[config.mk]
export PLATFORM = sky130hd
export DESIGN_NAME = cpu_sequencer
export DESIGN_NICKNAME = d
export VERILOG_FILES = /design/src/rtl/cpu_pkg.sv /design/src/rtl/cpu_sequencer_instr_field_decode.sv /design/src/rtl/cpu_sequencer.sv
export SDC_FILE = /design/constraint.sdc
export NUM_CORES = 1
export LEC_CHECK = 0
export ABC_AREA = 1
export CORE_MARGIN = 2
export CORE_UTILIZATION = 45
export DETAILED_ROUTE_END_ITERATION = 12
export PLACE_DENSITY = 0.78
export SYNTH_ARGS = -nofsm -noshare
export SYNTH_HDL_FRONTEND = slang
export SYNTH_SLANG_ARGS = --single-unit
[constraint.sdc]
create_clock -name clk -period 4 [get_ports clk]
set_input_delay 1.2 -clock clk [delete_from_list [all_inputs] [get_ports clk]]
set_output_delay 1.2 -clock clk [all_outputs]
set_load 0.02 [all_outputs]
[src/rtl/cpu_pkg.sv]
// Shared definitions for the multicycle CPU sequencer:
// state encoding, opcodes and instruction field positions.
package cpu_pkg;

    typedef enum logic [2:0] {
        S_LOAD    = 3'd0,
        S_FETCH   = 3'd1,
        S_DECODE  = 3'd2,
        S_EXECUTE = 3'd3,
        S_MEMWAIT = 3'd4,
        S_HALT    = 3'd5
    } state_t;

    localparam logic [3:0] OP_LDR  = 4'b1100;
    localparam logic [3:0] OP_STR  = 4'b1101;
    localparam logic [3:0] OP_B    = 4'b1110;
    localparam logic [3:0] OP_HALT = 4'b1111;

    localparam int COND_LSB  = 28;
    localparam int OPC_LSB   = 24;
    localparam int S_BIT     = 23;
    localparam int DEST_LSB  = 19;
    localparam int SRC1_LSB  = 15;
    localparam int SRC2_LSB  = 11;
    localparam int SHAMT_LSB = 6;
    localparam int IMM_LSB   = 3;
    localparam int SHCTL_LSB = 0;

    function automatic logic is_mem_op(input logic [3:0] op);
        return (op == OP_LDR) || (op == OP_STR);
    endfunction

endpackage

[src/rtl/cpu_sequencer_instr_field_decode.sv]
// Combinational slicing of the registered instruction
// into the operand/control fields seen by the datapath.
module instr_field_decode
    import cpu_pkg::*;
#(
    parameter int INSTR_WIDTH = 32
) (
    input  logic [INSTR_WIDTH-1:0] instr,
    output logic [3:0]             cond,
    output logic [3:0]             opcode,
    output logic                   s,
    output logic [3:0]             dest,
    output logic [3:0]             src1,
    output logic [3:0]             src2,
    output logic [4:0]             shamt,
    output logic [2:0]             shctl,
    output logic [15:0]            immediate
);

    assign cond      = instr[COND_LSB +: 4];
    assign opcode    = instr[OPC_LSB +: 4];
    assign s         = instr[S_BIT];
    assign dest      = instr[DEST_LSB +: 4];
    assign src1      = instr[SRC1_LSB +: 4];
    assign src2      = instr[SRC2_LSB +: 4];
    assign shamt     = instr[SHAMT_LSB +: 5];
    assign shctl     = instr[SHCTL_LSB +: 3];
    assign immediate = instr[IMM_LSB +: 16];

endmodule

[src/rtl/cpu_sequencer.sv]
// Multicycle control sequencer: owns PC, instruction register,
// fetch/memory handshakes and the retired-instruction counter.
module cpu_sequencer
    import cpu_pkg::*;
#(
    parameter int                  PC_WIDTH    = 8,
    parameter int                  INSTR_WIDTH = 32,
    parameter logic [PC_WIDTH-1:0] RESET_PC    = '0,
    parameter int                  CNT_WIDTH   = 32
) (
    input  logic                   clk,
    input  logic                   rst,
    output logic                   imem_req,
    output logic [PC_WIDTH-1:0]    imem_addr,
    input  logic                   imem_valid,
    input  logic [INSTR_WIDTH-1:0] imem_rdata,
    input  logic                   condition_met,
    input  logic                   dmem_done,
    output logic [3:0]             cond,
    output logic [3:0]             opcode,
    output logic                   s,
    output logic [3:0]             dest,
    output logic [3:0]             src1,
    output logic [3:0]             src2,
    output logic [4:0]             shamt,
    output logic [2:0]             shctl,
    output logic [15:0]            immediate,
    output logic                   exec_en,
    output logic                   dmem_en,
    output logic [PC_WIDTH-1:0]    pc,
    output logic                   halted,
    output logic [CNT_WIDTH-1:0]   instret
);

    state_t                 state;
    logic [INSTR_WIDTH-1:0] instr;
    logic [PC_WIDTH-1:0]    pc_inc;
    logic [PC_WIDTH-1:0]    pc_target;
    logic [CNT_WIDTH-1:0]   instret_inc;
    logic                   skip;
    logic                   is_halt;
    logic                   is_branch;
    logic                   is_mem;

    instr_field_decode #(
        .INSTR_WIDTH(INSTR_WIDTH)
    ) u_decode (
        .instr    (instr),
        .cond     (cond),
        .opcode   (opcode),
        .s        (s),
        .dest     (dest),
        .src1     (src1),
        .src2     (src2),
        .shamt    (shamt),
        .shctl    (shctl),
        .immediate(immediate)
    );

    assign imem_addr   = pc;
    assign pc_inc      = pc + PC_WIDTH'(1);
    assign instret_inc = instret + CNT_WIDTH'(1);
    // Branch target is absolute; bits above PC_WIDTH are dropped.
    assign pc_target   = PC_WIDTH'(immediate);
    assign skip        = (cond != 4'd0) && !condition_met;
    assign is_halt     = (opcode == OP_HALT);
    assign is_branch   = (opcode == OP_B);
    assign is_mem      = is_mem_op(opcode);

    always_ff @(posedge clk or negedge rst) begin
        if (!rst) begin
            state    <= S_LOAD;
            pc       <= RESET_PC;
            instr    <= '0;
            instret  <= '0;
            imem_req <= 1'b0;
            exec_en  <= 1'b0;
            dmem_en  <= 1'b0;
            halted   <= 1'b0;
        end else begin
            unique case (state)
                S_LOAD: begin
                    imem_req <= 1'b1;
                    state    <= S_FETCH;
                end
                S_FETCH: begin
                    if (imem_valid) begin
                        instr    <= imem_rdata;
                        imem_req <= 1'b0;
                        state    <= S_DECODE;
                    end
                end
                S_DECODE: begin
                    if (skip) begin
                        pc       <= pc_inc;
                        imem_req <= 1'b1;
                        state    <= S_FETCH;
                    end else begin
                        exec_en <= 1'b1;
                        state   <= S_EXECUTE;
                    end
                end
                S_EXECUTE: begin
                    exec_en <= 1'b0;
                    unique case (1'b1)
                        is_halt: begin
                            halted  <= 1'b1;
                            instret <= instret_inc;
                            state   <= S_HALT;
                        end
                        is_branch: begin
                            pc       <= pc_target;
                            instret  <= instret_inc;
                            imem_req <= 1'b1;
                            state    <= S_FETCH;
                        end
                        is_mem: begin
                            dmem_en <= 1'b1;
                            state   <= S_MEMWAIT;
                        end
                        default: begin
                            pc       <= pc_inc;
                            instret  <= instret_inc;
                            imem_req <= 1'b1;
                            state    <= S_FETCH;
                        end
                    endcase
                end
                S_MEMWAIT: begin
                    if (dmem_done) begin
                        dmem_en  <= 1'b0;
                        pc       <= pc_inc;
                        instret  <= instret_inc;
                        imem_req <= 1'b1;
                        state    <= S_FETCH;
                    end
                end
                S_HALT: begin
                    state <= S_HALT;
                end
                default: begin
                    state <= S_LOAD;
                end
            endcase
        end
    end

endmodule
==> results.cfg <==
[placement]
postPlaceCellArea_um2 = 5550
dpl.hpwl_um = 7750
dp_slack_ns = 1.06
gp_congestion = 0.872
io_buffers = 133
placedCellCount = 765

[worst_hold_path]
holdPathEnd = exec_en$_DFFE_PN0P_
min_from = exec_en$_DFFE_PN0P_
hold_class = reg -> reg
hold_depth = 2

[clock_tree]
htreeDepth = 3
cts_sinks = 79
cts_tree = built
cts_hold_buf = 0
ctsResizeCount = 0
post_cts_buffers = 0
clk_path_buf_depth = 2
root_buffer = clkbuf_8
cts.clk_slew.worst_paths_ns = 0.09
cts_buffers = 9
clk-insertion-delay-late_ns = 0.37

[floorplanning]
io_pins = 134
rows = 35
die_width_um = 102
core_um2 = 9280
die_area_um2 = 10400
dieHeight_um = 102
initial_core_util_pct = 46.5

[cells_and_area]
finish.net_count = 686
syn_to_final_growth_pct = 33.9
fin_util_pct = 62.3
seq_area_um2 = 1980
multiInputGateArea_um2 = 1890
final_area_um2 = 5780
diodes = 0
n_fill_cell = 825
drive_above_1_share_pct = 9.82
finalNonFillerCells = 781

[critical_path]
crit_path_top_delay_cell = clkdlybuf4s50_1
worstReg2RegStart = state[1]$_DFFE_PN0P_
rr_worst_depth = 8
arrival_ns = 1.54
path_depth = 1
crit_type = reg -> out
regToRegEndpoint = instret[22]$_DFFE_PN0P_
cpPeakStageDelay_ns = 0.66
required_ns = 2.80
cp-start-kind = flop
crit_fanout = 8
cp-end-kind = output port
reg2reg_slack_ns = 2.13
path_cells = clkdlybuf4s50_1
critPathBufInv = 1
critPathTopFamily = buffers and inverters

[global_route]
grt_overflow = 0
grt_start_max_net_pins = 80
gr-usage-all-layers_pct = 21.0
grt_pass1_vias = 3731
grt_pass1_wl_um = 17100
antenna_found_initial = 0

[yosys]
ys_seq_area_share_pct = 45.8
synthesis.area_um2 = 4320
async_reset_ff_share_pct = 100
ys.flop_type = dfrtp_1
synth-simple-area-share_pct = 30.2
synth_compound_area_share_pct = 3.28
syn_nets = 572
synth_fa_ha_area_share_pct = 0.580
muxShareOfSynthArea_pct = 6.26
yosysTopAreaCell = dfrtp_1
ys_ff_latch = 79
syn_area_per_cell_um2 = 8.10
synthesis.instances = 533
yosys.area_share.xor_xnor_pct = 3.45
yosys.cell_count.top_type = nand2_1
synth_top_area_share_pct = 45.8
ys_top_cells_by_count = nand2_1, dfrtp_1, nor2_1
synth_edf_count = 0
ys_types = 33
synth_area_leaders = dfrtp_1, nand2_1, mux2_2
synth_top_family_by_area = simple AND/OR/NAND/NOR gates
yosysWarnings = 0

[timing]
setup_violations = 0
hold_viol_final = 0
tightest_slew_ns = 0.988
fin_ws_ns = 1.26
fin_setup_tns_ns = 0
finalMaxSlewViolations = 0
max_freq_mhz = 365
max_slew_margin_pct = 34.1
fin_crit_sh_pct = 68.4
rsz0062_at_grt = no
worst_clock_skew_ns = 0.0167
min_period_ns = 2.74

[route]
final_antenna_net_count = 0
route.vias.total = 3852
detail_route.wl_per_cell_um = 13.3
wirelength_um = 10400
viasPerCell = 4.93
drc_errors = 0
dr.first_iter.drc_count = 202
firstDrtPassIters = 8

[run_status]
status = finished, final reports clean

[power_and_ir_drop]
irDropWorstVdd_v = 0.000377
power.leakage_nw = 2.54
p_per_area_nw_per_um2 = 667

[flow_run]
timing.max_cap.violations = 0
-- metal layers --
layer	wire length, µm	vias to the layer above	global-route usage, %
met3	577	12	4.65
met5	0	-	0
met1	4510	1827	26.4
met4	127	0	6.97
li1	-	1879	-
met2	5160	134	36.0
-- metrics by stage --
| stage | power [mW] | hold slack (ns) |
|---|---|---|
| floorplan | 2.53 | 0.586 |
| global placement | 3.15 | 0.467 |
| detailed placement | 3.20 | 0.477 |
| CTS | 3.89 | 0.503 |
| global route | 4.09 | 0.535 |
| finish | 3.86 | 0.499 |
-- sequential cells by signal, indices dropped and copies added, names as in the netlist --
signal	count
imem_addr	8
state	3
dmem_en	1
instret	32
exec_en	1
halted	1
instr	32
imem_req	1
-- final cells by class --
cell class,instances,area share [%]
clock inverter,6,1.60
inverter,50,3.25
tap,129,2.79
timing repair buffer,134,23.1
clock buffer,10,2.38
multi-input combinational,373,32.7
sequential,79,34.2
-- worst max-delay path by stage --
stage	startpoint	end	slack (ns)
after floorplan	dmem_done	instret[20]$_DFFE_PN0P_	2.03
after global placement	dmem_done	instret[22]$_DFFE_PN0P_	1.10
after detailed placement	dmem_done	instret[22]$_DFFE_PN0P_	1.06
after CTS	imem_addr[3]$_DFFE_PN0P_	pc[3]	1.26
after global routing	imem_addr[3]$_DFFE_PN0P_	imem_addr[3]	1.19
final	imem_addr[3]$_DFFE_PN0P_	pc[3]	1.26
-- report_power, final --
group	switching, mW	internal (mW)	leakage [nW]
Sequential	0.231	1.05	0.992
Combinational	1.01	0.878	1.44
Clock	0.309	0.372	0.109
Total	1.55	2.30	2.54
-- cells by family (layout without fill, tap and decap cells) --
group,Yosys count,in the layout
AOI/OAI and AO/OA,25,25
xor gates and xnor gates,17,17
adders and majority gates,2,2
buffers and inverters,81,200
DFF,79,79
muxes,24,24
and+or+nand+nor,305,305
-- tightest hold or removal path, cell delays in order (launching register included) --
cell and delay [ns]:
dfrtp_1 0.36, nand2_1 0.06, nand2_1 0.05
-- cell usage in the layout, fill, tap and decap left out, types with 2 or more instances in the layout --
cell type and instances:
a21oi_1 11, and2_1 2, buf_4 2, bufinv_16 2, clkbuf_8 10, clkdlybuf4s50_1 132, clkinvlp_4 2, dfrtp_1 79
ha_1 2, inv_1 48, inv_2 2, mux2_2 23, nand2_1 181, nand2_2 5, nand3_1 29, nand3_2 3
nand3b_1 5, nand4_1 5, nor2_1 62, nor2_2 4, nor2_4 4, nor3_1 3, o21ai_0 8, o21ai_2 2
xnor2_1 9, xor2_1 8
(Power assumes the default switching activity.)
